**config.mk**
```make
export PLATFORM = sky130hd
export DESIGN_NAME = tile_turn_sequencer_flat
export DESIGN_NICKNAME = d
export VERILOG_FILES = /design/src/rtl/tile_pkg.sv /design/src/rtl/tile_turn_sequencer_if.sv /design/src/rtl/tile_onehot_decode.sv /design/src/rtl/tile_turn_sequencer.sv /design/src/flat_wrapper.sv
export SDC_FILE = /design/constraint.sdc
export NUM_CORES = 1
export LEC_CHECK = 0
export CAP_MARGIN = 20
export CORE_ASPECT_RATIO = 0.5
export CORE_MARGIN = 2
export CORE_UTILIZATION = 45
export DETAILED_ROUTE_END_ITERATION = 10
export HOLD_SLACK_MARGIN = 0.08
export PLACE_DENSITY = 0.7
export SETUP_SLACK_MARGIN = 0.5
export SLEW_MARGIN = 5
export SYNTH_ARGS = -nofsm -noshare
export SYNTH_HDL_FRONTEND = slang
export SYNTH_HIERARCHICAL = 1
export SYNTH_SLANG_ARGS = --single-unit
```
**constraint.sdc**
```tcl
create_clock -name CLOCK_50 -period 9 [get_ports CLOCK_50]
set_input_delay 1.8 -clock CLOCK_50 [delete_from_list [all_inputs] [get_ports CLOCK_50]]
set_output_delay 1.8 -clock CLOCK_50 [all_outputs]
set_load 0.01 [all_outputs]
```
**src/rtl/tile_pkg.sv**
```systemverilog
// Shared types and constants for the tile-matching turn sequencer.
package tile_pkg;

    localparam int SYM_W_DEF = 4;
    localparam int MOVE_W    = 8;

    typedef enum logic [2:0] {
        IDLE    = 3'd0,
        PICK1   = 3'd1,
        PICK2   = 3'd2,
        REVEAL  = 3'd3,
        RESOLVE = 3'd4,
        DONE    = 3'd5
    } state_e;

    // Index width for n items, never narrower than one bit.
    function automatic int idx_w(input int n);
        return (n > 1) ? $clog2(n) : 1;
    endfunction

endpackage

```
**src/rtl/tile_turn_sequencer_if.sv**
```systemverilog
// Game-play signals between mode FSM/switches, the sequencer and the display block.
// out_of_moves exists only when TILE_MOVE_LIMIT_EN is defined.
interface tile_turn_sequencer_if
    import tile_pkg::*;
#(
    parameter int NUM_TILES = 10,
    parameter int SYM_W     = SYM_W_DEF
);
    logic                       ingame_on;
    logic                       sel_pulse;
    logic [NUM_TILES-1:0]       sel_onehot;
    logic [NUM_TILES*SYM_W-1:0] tile_symbols;
    logic [NUM_TILES-1:0]       revealed;
    logic [NUM_TILES-1:0]       matched;
    logic [SYM_W-1:0]           first_sym;
    logic [SYM_W-1:0]           second_sym;
    logic [MOVE_W-1:0]          move_count;
    logic                       sel_error;
    logic                       busy;
    logic                       game_over;
`ifdef TILE_MOVE_LIMIT_EN
    logic                       out_of_moves;
`endif

    modport master (
        output ingame_on, sel_pulse, sel_onehot, tile_symbols,
        input  revealed, matched, first_sym, second_sym, move_count,
               sel_error, busy, game_over
`ifdef TILE_MOVE_LIMIT_EN
        , input out_of_moves
`endif
    );

    modport slave (
        input  ingame_on, sel_pulse, sel_onehot, tile_symbols,
        output revealed, matched, first_sym, second_sym, move_count,
               sel_error, busy, game_over
`ifdef TILE_MOVE_LIMIT_EN
        , output out_of_moves
`endif
    );

endinterface

```
**src/rtl/tile_onehot_decode.sv**
```systemverilog
// Switch vector to tile index; valid only when exactly one switch is set.
module tile_onehot_decode
    import tile_pkg::*;
#(
    parameter int NUM_TILES = 10,
    parameter int IDX_W     = idx_w(NUM_TILES)
) (
    input  logic [NUM_TILES-1:0] onehot_i,
    output logic [IDX_W-1:0]     idx_o,
    output logic                 valid_o
);

    always_comb begin
        idx_o = '0;
        for (int i = 0; i < NUM_TILES; i++) begin
            if (onehot_i[i]) idx_o = IDX_W'(i);
        end
    end

    // Non-zero with no second bit set.
    assign valid_o = (onehot_i != '0) && ((onehot_i & (onehot_i - 1'b1)) == '0);

endmodule

```
**src/rtl/tile_turn_sequencer.sv**
```systemverilog
// One turn of the tile-matching game: two picks, timed reveal, then match or hide.
// Build macro TILE_MOVE_LIMIT_EN ends the game after MAX_MOVES turns and adds out_of_moves.
//   state   | meaning
//   IDLE    | not in play; board, picks and move count cleared
//   PICK1   | waiting for the first tile
//   PICK2   | waiting for the second tile
//   REVEAL  | both picks visible while the timer runs down
//   RESOLVE | mark pair matched or hide it; count the move
//   DONE    | game over; outputs held until ingame_on drops
module tile_turn_sequencer
    import tile_pkg::*;
#(
    parameter int NUM_TILES     = 10,
    parameter int SYM_W         = SYM_W_DEF,
    parameter int REVEAL_CYCLES = 50_000_000
`ifdef TILE_MOVE_LIMIT_EN
    , parameter int MAX_MOVES   = 99
`endif
) (
    input  logic                  CLOCK_50,
    input  logic                  resetn,
    tile_turn_sequencer_if.slave  bus
);

    localparam int IDX_W = idx_w(NUM_TILES);
    localparam int TMR_W = idx_w(REVEAL_CYCLES);
    localparam logic [TMR_W-1:0]     TMR_LOAD    = TMR_W'(REVEAL_CYCLES - 1);
    localparam logic [NUM_TILES-1:0] ALL_MATCHED = '1;

    state_e                state_q, state_d;
    logic [IDX_W-1:0]      idx1_q, idx1_d, idx2_q, idx2_d;
    logic                  held1_q, held1_d, held2_q, held2_d;
    logic [NUM_TILES-1:0]  matched_q, matched_d;
    logic [SYM_W-1:0]      first_sym_q, first_sym_d, second_sym_q, second_sym_d;
    logic [MOVE_W-1:0]     move_count_q, move_count_d;
    logic [TMR_W-1:0]      timer_q, timer_d;
    logic                  sel_error_q, sel_error_d;

    logic [IDX_W-1:0]      sel_idx;
    logic                  sel_valid;
    logic [SYM_W-1:0]      sel_sym;
    logic [NUM_TILES-1:0]  held_mask;
    logic                  sel_ok1, sel_ok2;

    tile_onehot_decode #(
        .NUM_TILES (NUM_TILES),
        .IDX_W     (IDX_W)
    ) u_decode (
        .onehot_i (bus.sel_onehot),
        .idx_o    (sel_idx),
        .valid_o  (sel_valid)
    );

    always_comb begin
        sel_sym = '0;
        for (int i = 0; i < NUM_TILES; i++) begin
            if (bus.sel_onehot[i]) sel_sym = bus.tile_symbols[i*SYM_W +: SYM_W];
        end
    end

    always_comb begin
        held_mask = '0;
        for (int i = 0; i < NUM_TILES; i++) begin
            if (held1_q && idx1_q == IDX_W'(i)) held_mask[i] = 1'b1;
            if (held2_q && idx2_q == IDX_W'(i)) held_mask[i] = 1'b1;
        end
    end

    assign sel_ok1 = sel_valid && ((bus.sel_onehot & matched_q) == '0);
    assign sel_ok2 = sel_ok1 && !(held1_q && sel_idx == idx1_q);

    always_comb begin
        state_d      = state_q;
        idx1_d       = idx1_q;
        idx2_d       = idx2_q;
        held1_d      = held1_q;
        held2_d      = held2_q;
        matched_d    = matched_q;
        first_sym_d  = first_sym_q;
        second_sym_d = second_sym_q;
        move_count_d = move_count_q;
        timer_d      = timer_q;
        sel_error_d  = 1'b0;

        // Leaving play abandons the turn at once, even with a select pending.
        if (!bus.ingame_on || state_q == IDLE) begin
            idx1_d       = '0;
            idx2_d       = '0;
            held1_d      = 1'b0;
            held2_d      = 1'b0;
            matched_d    = '0;
            first_sym_d  = '0;
            second_sym_d = '0;
            move_count_d = '0;
            timer_d      = '0;
            state_d      = bus.ingame_on ? PICK1 : IDLE;
        end else begin
            case (state_q)
                PICK1: begin
                    if (bus.sel_pulse) begin
                        if (sel_ok1) begin
                            idx1_d      = sel_idx;
                            held1_d     = 1'b1;
                            first_sym_d = sel_sym;
                            state_d     = PICK2;
                        end else begin
                            sel_error_d = 1'b1;
                        end
                    end
                end
                PICK2: begin
                    if (bus.sel_pulse) begin
                        if (sel_ok2) begin
                            idx2_d       = sel_idx;
                            held2_d      = 1'b1;
                            second_sym_d = sel_sym;
                            timer_d      = TMR_LOAD;
                            state_d      = REVEAL;
                        end else begin
                            sel_error_d = 1'b1;
                        end
                    end
                end
                REVEAL: begin
                    if (timer_q == '0) state_d = RESOLVE;
                    else               timer_d = timer_q - 1'b1;
                end
                RESOLVE: begin
                    if (first_sym_q == second_sym_q) matched_d = matched_q | held_mask;
                    held1_d      = 1'b0;
                    held2_d      = 1'b0;
                    first_sym_d  = '0;
                    second_sym_d = '0;
                    move_count_d = (move_count_q == '1) ? move_count_q : move_count_q + 1'b1;
                    if (matched_d == ALL_MATCHED) begin
                        state_d = DONE;
`ifdef TILE_MOVE_LIMIT_EN
                    end else if (move_count_d == MOVE_W'(MAX_MOVES)) begin
                        state_d = DONE;
`endif
                    end else begin
                        state_d = PICK1;
                    end
                end
                DONE: begin
                    state_d = DONE;
                end
                default: begin
                    state_d = IDLE;
                end
            endcase
        end
    end

    always_ff @(posedge CLOCK_50) begin
        if (!resetn) begin
            state_q      <= IDLE;
            idx1_q       <= '0;
            idx2_q       <= '0;
            held1_q      <= 1'b0;
            held2_q      <= 1'b0;
            matched_q    <= '0;
            first_sym_q  <= '0;
            second_sym_q <= '0;
            move_count_q <= '0;
            timer_q      <= '0;
            sel_error_q  <= 1'b0;
        end else begin
            state_q      <= state_d;
            idx1_q       <= idx1_d;
            idx2_q       <= idx2_d;
            held1_q      <= held1_d;
            held2_q      <= held2_d;
            matched_q    <= matched_d;
            first_sym_q  <= first_sym_d;
            second_sym_q <= second_sym_d;
            move_count_q <= move_count_d;
            timer_q      <= timer_d;
            sel_error_q  <= sel_error_d;
        end
    end

    assign bus.revealed   = matched_q | held_mask;
    assign bus.matched    = matched_q;
    assign bus.first_sym  = first_sym_q;
    assign bus.second_sym = second_sym_q;
    assign bus.move_count = move_count_q;
    assign bus.sel_error  = sel_error_q;
    assign bus.busy       = (state_q == REVEAL) || (state_q == RESOLVE);
    assign bus.game_over  = (state_q == DONE);
`ifdef TILE_MOVE_LIMIT_EN
    assign bus.out_of_moves = (state_q == DONE) && (matched_q != ALL_MATCHED);
`endif

endmodule

```
**src/flat_wrapper.sv**
```systemverilog
// flat-port wrapper written by rule: the top's interface ports become plain ports
module tile_turn_sequencer_flat import tile_pkg::*;
#(
    parameter int NUM_TILES     = 10,
    parameter int SYM_W         = SYM_W_DEF,
    parameter int REVEAL_CYCLES = 50_000_000

)
  (CLOCK_50, resetn, bus_ingame_on, bus_sel_pulse, bus_sel_onehot, bus_tile_symbols, bus_revealed, bus_matched, bus_first_sym, bus_second_sym, bus_move_count, bus_sel_error, bus_busy, bus_game_over);
  tile_turn_sequencer_if #(.NUM_TILES(NUM_TILES), .SYM_W(SYM_W)) bus_i ();
  input  logic CLOCK_50;
  input  logic resetn;
  input wire logic [$bits(bus_i.ingame_on)-1:0] bus_ingame_on;
  input wire logic [$bits(bus_i.sel_pulse)-1:0] bus_sel_pulse;
  input wire logic [$bits(bus_i.sel_onehot)-1:0] bus_sel_onehot;
  input wire logic [$bits(bus_i.tile_symbols)-1:0] bus_tile_symbols;
  output wire logic [$bits(bus_i.revealed)-1:0] bus_revealed;
  output wire logic [$bits(bus_i.matched)-1:0] bus_matched;
  output wire logic [$bits(bus_i.first_sym)-1:0] bus_first_sym;
  output wire logic [$bits(bus_i.second_sym)-1:0] bus_second_sym;
  output wire logic [$bits(bus_i.move_count)-1:0] bus_move_count;
  output wire logic [$bits(bus_i.sel_error)-1:0] bus_sel_error;
  output wire logic [$bits(bus_i.busy)-1:0] bus_busy;
  output wire logic [$bits(bus_i.game_over)-1:0] bus_game_over;
  assign bus_i.ingame_on = bus_ingame_on;
  assign bus_i.sel_pulse = bus_sel_pulse;
  assign bus_i.sel_onehot = bus_sel_onehot;
  assign bus_i.tile_symbols = bus_tile_symbols;
  assign bus_revealed = bus_i.revealed;
  assign bus_matched = bus_i.matched;
  assign bus_first_sym = bus_i.first_sym;
  assign bus_second_sym = bus_i.second_sym;
  assign bus_move_count = bus_i.move_count;
  assign bus_sel_error = bus_i.sel_error;
  assign bus_busy = bus_i.busy;
  assign bus_game_over = bus_i.game_over;
  tile_turn_sequencer #(.NUM_TILES(NUM_TILES), .SYM_W(SYM_W), .REVEAL_CYCLES(REVEAL_CYCLES)) u_core (.CLOCK_50(CLOCK_50), .resetn(resetn), .bus(bus_i));
endmodule
```
==> metrics.md, run 1 <==
| Metric | Value |
|---|---|
| Clk_lat worst skew | `roughly 0.33 ns` |
| Worst-path clk slew | `0.05 ns` |
| Largest family of logic cells by synthesized area | `simple AND/OR/NAND/NOR gates` |
| Die H | `72.7 um` |
| CORE AREA | `roughly 0.009 sq mm` |
| Finished Cell Area | `between 0.005 and 0.006 sq mm` |
| # hold bufs at CTS | `0` |
| Routability Congestion | `roughly 0.9` |
| Max-slew headroom | `0.328` |
| Fill cell count | `815` |
| Share of the yosys chip area belonging to registers | `0.312` |
| Buffers on Ports | `a little over 90` |
| Pint | `564 uW` |
| Synth area leaders | `dfxtp_1 31%, a21oi_1 4.7%, nand2_1 4.2%, nor2_1 4.0%, o21ai_0 3.4%` |
| Power Density | `131 mW/mm^2` |
| DP HPWL | `9.27 mm` |
| Crit-path max FO | `16` |
| Post-Syn Instances | `~540` |
| Area of the multi-input gates | `0.00265 sq mm` |
| Layout Nets | `674` |
| Worst Setup Path Type | `primary input to register` |
| Most frequent cell after synthesis | `dfxtp_1` |
| Sw frac | `0.214` |
| Leading area contributor after synthesis | `dfxtp_1` |
| Die area | `0.0103 sq mm` |
| Pin count of the biggest net entering global routing | `37` |
| Post-Syn Nets | `600` |
| Die width | `~140 um` |
| Hold Crit Depth | `2` |
| Final setup viols | `0` |
| CP Launch Type | `primary input` |
| Post-synth ARST share | `0` |
| Cell area after synthesis | `0.00424 sq mm` |
| Synth top area share | `0.312` |
| Initial antenna violation count | `0` |
| Row count | `24` |
| Req. time, crit path | `9.25 ns` |
| Synth Area in Compound Gates | `0.271` |
| DRT Pass-1 Iters | `8` |
| Max Root-Sink Buffers | `2` |
| Unrepaired setup endpoints after global routing | `false` |
| First-pass GRT wire length | `20.8 mm` |
| VDD IR-drop max | `125 uV` |
| Total power draw | `718 uW` |
| Final period utilization | `0.628` |
| Antenna Cells | `0` |
| Clk sink count | `66` |
| Post-CTS resize count | `0` |
| Post-synthesis mux area share | `0.0236` |
| XOR/XNOR share of the synthesized area | `0.0289` |
| Synth unique cells | `70` |
| Max Freq | `177 MHz` |
| Clock power frac | `0.507` |
| Mean routed wirelength per cell | `17.8 um` |
| Fin. Hold Viols | `0` |
| Gr usage total | `0.254` |
| Remaining antenna violation count | `0` |
| WHS | `0.487 ns` |
| Post-Synth Adder-Cell Area | `0.00885` |
| Sequential share of power | `0.410` |
| DRT Wirelength | `13.1 mm` |
| EDFF count, synth | `0` |
| Min Tclk post-route | `between 5 and 6 ns` |
| Synthesized-area fraction occupied by and/or/nand/nor cells | `0.292` |
| Number of remaining DRC errors | `0` |
| Status | `completed` |
| Max-Cap Viols | `0` |
| Syn. warnings | `6` |
| Setup TNS | `0 ns` |
| Comb pwr share | `0.083` |
| Main synth FF type | `dfxtp_1` |
| Root Buffer | `clkbuf_16` |
| Post-synth top cells | `66 x dfxtp_1, 47 x nand2_1, 45 x nor2_1` |
| Net Sw Power | `153 uW` |
| DP Area | `0.00516 sq mm` |
| Area Overhead vs Synth | `29.0%` |
| Synthesis-stage register bit count | `66` |
| Share of cells above drive strength 1 | `0.0564` |
| Number of global-route vias before repair | `4017` |
| DRT iter0 DRCs | `503` |
| FF/Latch Area | `around 0.0013 sq mm` |
| Max Slew Vio Count | `0` |
| Vias | `around 4500` |
| Number of vias per cell | `6.15` |
| R2R cell count | `5` |
| Starting density of the core | `0.476` |
| Synth Area per Inst | `between 7 and 8 sq um` |
| Total CTS buffers | `9` |
| Slew of the pin with the lowest slew margin | `1.00 ns` |
| CTS tree | `built` |
| Postcts setup bufs | `0` |
| Critical Path Sink Type | `register` |
| Htree depth | `3` |
| Worst Skew | `0.00918 ns` |
| Total grt overflow | `0` |
| Worst hold path class | `register to register` |
| I/O pins | `a little over 90` |
| Crit path DAT | `5.91 ns` |
| Pleak | `0.00197 uW` |
-- placed cells by master (no fill, tap or decap), drive strengths merged, types with 9 or more instances in the layout --
cell type,count
a21oi,40
nand2,47
nor2,45
a31oi,9
dfxtp,66
clkdlybuf4s50,92
nand3,11
o31ai,9
nor4,15
inv,29
clkbuf,12
or4,18
mux2i,10
nor3,29
o21ai,34
-- power groups by stage --
stage	Combinational, uW	Sequential, uW	Clock, uW
floorplan	25.7	299	0
global placement	58.0	300	0
detailed placement	58.3	300	0
CTS	58.7	294	369
global route	63.7	294	383
finish	59.6	294	364
-- critical path, cell delays in order --
cell and delay, ns:
clkdlybuf4s50_1 0.72, or4_4 0.68, a211o_1 0.28, a21oi_1 0.14, o221a_2 0.22, a21boi_0 0.17, nand4_1 0.14, or4_1 0.60
nor2_1 0.80, a311oi_1 0.13, a211oi_2 0.23
-- metrics by stage --
stage,std cells,setup WS (ns),utilization
after floorplan,543,4.48,-
after global placement,722,3.22,0.579
after detailed placement,722,3.12,0.579
after CTS,737,3.44,0.613
after global routing,738,3.15,0.614
final,738,3.34,0.614
-- logic make-up after synthesis --
logic type,after synthesis
flip-flops,66
multiplexers,10
AO/OA/AOI/OAI,164
AND/OR/NAND/NOR,224
buffers and inverters,62
adder cells (fa/ha/maj),3
XOR/XNOR,14
-- per-layer routing --
metal  GRT usage  vias to the layer above  part of all wire
li1            -                     2202                 -
met1       0.365                     2123              0.48
met2       0.379                      203              0.42
met3      0.0610                       10             0.092
met4      0.0756                        0            0.0089
met5           0                        -                 0
-- worst paths after layout --
check / from / end / slack, ns
setup / recovery: bus_sel_onehot[2] / u_core/timer_q[14]$_SDFFE_PP0P_ / 3.34
hold / removal: u_core/timer_q[24]$_SDFFE_PP0P_ / u_core/timer_q[24]$_SDFFE_PP0P_ / 0.49
setup reg to reg: u_core/state_q[0]$_SDFFE_PN0P_ / u_core/timer_q[18]$_SDFFE_PP0P_ / 6.13
hold reg to reg: u_core/timer_q[24]$_SDFFE_PP0P_ / u_core/timer_q[24]$_SDFFE_PP0P_ / 0.49
-- final cells by class --
class | count | area share
clock buffers | 12 | 0.0432
flip-flops and latches | 66 | 0.241
well taps | 117 | 0.0267
clock inverters | 3 | 0.0119
inverters | 31 | 0.0213
repair buffers | 94 | 0.171
multi-input cells | 415 | 0.484
-- flip-flops by register name, summed over array words and instances (netlist names) --
name                   flops
u_core/timer_q            26
u_core/bus.matched        10
u_core/bus.move_count      8
u_core/bus.first_sym       4
u_core/bus.second_sym      4
u_core/idx1_q              4
u_core/idx2_q              4
u_core/state_q             3
u_core/bus.sel_error       1
u_core/held1_q             1
u_core/held2_q             1
Note: power is estimated with default switching activity, not from simulation.
==> run 2, diff against run 1 <==
Settings changed: PLACE_DENSITY 0.7 to 0.73.
Clock period 9 ns to 4.7 ns, I/O delays scaled along.
==> metrics.md, run 2 (synthesis gave the netlist of run 1 again) <==
| Metric | Value |
|---|---|
| Status | `completed` |
| First-pass GRT wire length | `20.8 mm (about the same)` |
| Pleak | `0.00203 uW (+3.1%)` |
| Unrepaired setup endpoints after global routing | `true` |
| Share of cells above drive strength 1 | `0.0849 (+0.0285)` |
| Number of global-route vias before repair | `4107 (+2.2%)` |
| Gr usage total | `0.255 (+0.00155)` |
| Layout Nets | `688 (+2.1%)` |
| DRT Wirelength | `13.1 mm (-0.47%)` |
| Buffers on Ports | `92 (unchanged)` |
| Setup Slack @ Placement | `0.331 ns (-2.79 ns)` |
| CORE AREA | `0.00892 sq mm (unchanged)` |
| Worst Setup Path Type | `primary input to register` |
| Critical Path Sink Type | `register` |
| DP HPWL | `9.36 mm (+0.96%)` |
| Row count | `24 (unchanged)` |
| Max Slew Vio Count | `0 (unchanged)` |
| Total CTS buffers | `9 (unchanged)` |
| I/O pins | `93 (unchanged)` |
| Worst Skew | `0.00797 ns (-0.00121 ns)` |
| Final period utilization | `0.864` |
| VDD IR-drop max | `232 uV (+86%)` |
| Slew of the pin with the lowest slew margin | `0.908 ns (-0.0956 ns)` |
| Remaining antenna violation count | `0 (unchanged)` |
| Crit-path max FO | `11 (-5)` |
| Clk sink count | `66 (unchanged)` |
| CP max stage cell | `or4_1` |
| # hold bufs at CTS | `0 (unchanged)` |
| Max stage delay on crit path | `0.73 ns (-0.07 ns)` |
| Die H | `72.7 um (unchanged)` |
| Pin count of the biggest net entering global routing | `46 (+24%)` |
| Max-slew headroom | `0.390 (+0.0616)` |
| Worst-path clk slew | `0.06 ns (about the same)` |
| Die width | `141 um (unchanged)` |
| Number of remaining DRC errors | `0 (unchanged)` |
| Crit path DAT | `4.35 ns (-1.56 ns)` |
| Fin. Hold Viols | `0 (unchanged)` |
| Max Root-Sink Buffers | `2 (unchanged)` |
| Final setup viols | `0 (unchanged)` |
| Number of vias per cell | `6.17 (+0.34%)` |
| Max Freq | `246 MHz` |
| Setup WS post-layout | `0.641 ns (-2.70 ns)` |
| Worst hold path class | `register to register` |
| Power Density | `245 mW/mm^2 (+87%)` |
| CTS tree | `built` |
| Root Buffer | `clkbuf_16` |
| DRT Pass-1 Iters | `6 (-2)` |
| Min Tclk post-route | `4.06 ns` |
| Total power draw | `1370 uW (+91%)` |
| Most frequent cells in the layout | `92 x clkdlybuf4s50_1, 66 x dfxtp_1, 47 x nand2_1` |
| Vias | `4646 (+2.4%)` |
| Most common cell after layout, fill and taps aside | `clkdlybuf4s50_1` |
| Total grt overflow | `0 (unchanged)` |
| Mean routed wirelength per cell | `17.3 um (-2.4%)` |
| DRT iter0 DRCs | `436 (-13%)` |
| Critical Path, Cell by Cell | `clkdlybuf4s50_1 -> or4_4 -> a211o_1 -> a21oi_1 -> o221a_2 -> a21boi_0 -> nand4_1 -> or2_1 -> or4_1 -> o311ai_0 -> o211a_1` |
| Most flop-heavy register | `u_core/timer_q` |
| Cells after DPL | `737 (+2.1%)` |
| Routability Congestion | `0.879 (-1.9%)` |
| Non-Filler Instances | `753 (+2.0%)` |
| Largest register FFs | `26 (unchanged)` |
| WHS | `0.476 ns (-0.0105 ns)` |
| Starting density of the core | `0.476 (unchanged)` |
| Antenna Cells | `0 (unchanged)` |
| Die area | `0.0103 sq mm (unchanged)` |
| Htree depth | `3 (unchanged)` |
| CP Launch Type | `primary input` |
| Clk_lat worst skew | `0.34 ns (about the same)` |
| Max-Cap Viols | `0 (unchanged)` |
| Req. time, crit path | `4.99 ns (-4.26 ns)` |
| Area Overhead vs Synth | `31.7%` |
| Setup TNS | `0 ns (unchanged)` |
| Initial antenna violation count | `0 (unchanged)` |
## run 2: layout make-up
class	instances	area (sq um)
clock inverters	7	78.8
clock buffers	9	225
multi-input cells	415	2660
fillers	799	3330
inverters	31	116
well taps	117	146
repair buffers	108	1040
flip-flops and latches	66	1320
## run 2: per-layer routing
metal  up-vias  track usage  wire length (um)
li1       2248            -                 -
met1      2206        0.354              6170
met2       175        0.395              5590
met3        17       0.0715              1150
met4         0       0.0644               142
met5         -            0                 0
## run 2: stage by stage
stage	cell area (sq um)	util
floorplan	4240	-
global placement	5280	0.592
detailed placement	5280	0.592
CTS	5580	0.626
global route	5590	0.626
finish	5590	0.626
## run 2: worst max-delay path, delay by kind of cell
kind / cells / cell delay, ns
AO/OA/AOI/OAI: 6 / 1.16
buffers and inverters: 1 / 0.42
AND/OR/NAND/NOR: 4 / 1.83
## run 2: path summary, 6_finish.rpt
kind / startpoint / end / slack (ns) / depth (start not counted)
setup reg to reg: u_core/state_q[0]$_SDFFE_PN0P_ / u_core/timer_q[18]$_SDFFE_PP0P_ / 1.91 / 5
setup / recovery: bus_sel_onehot[1] / u_core/timer_q[12]$_SDFFE_PP0P_ / 0.64 / 11
hold reg to reg: u_core/timer_q[24]$_SDFFE_PP0P_ / u_core/timer_q[24]$_SDFFE_PP0P_ / 0.48 / 2
hold / removal: u_core/timer_q[24]$_SDFFE_PP0P_ / u_core/timer_q[24]$_SDFFE_PP0P_ / 0.48 / 2
## run 2: where the power goes
group,total (uW),internal [uW],switching (uW)
registers,563,560,2.84
clock network,685,414,271
logic,120,64.3,55.3
total,1370,1040,329
## run 2: what timing repair did
action                     CTS  global route
setup endpoints to repair    0             1
resized for setup            0             1
buffers inserted             0             0
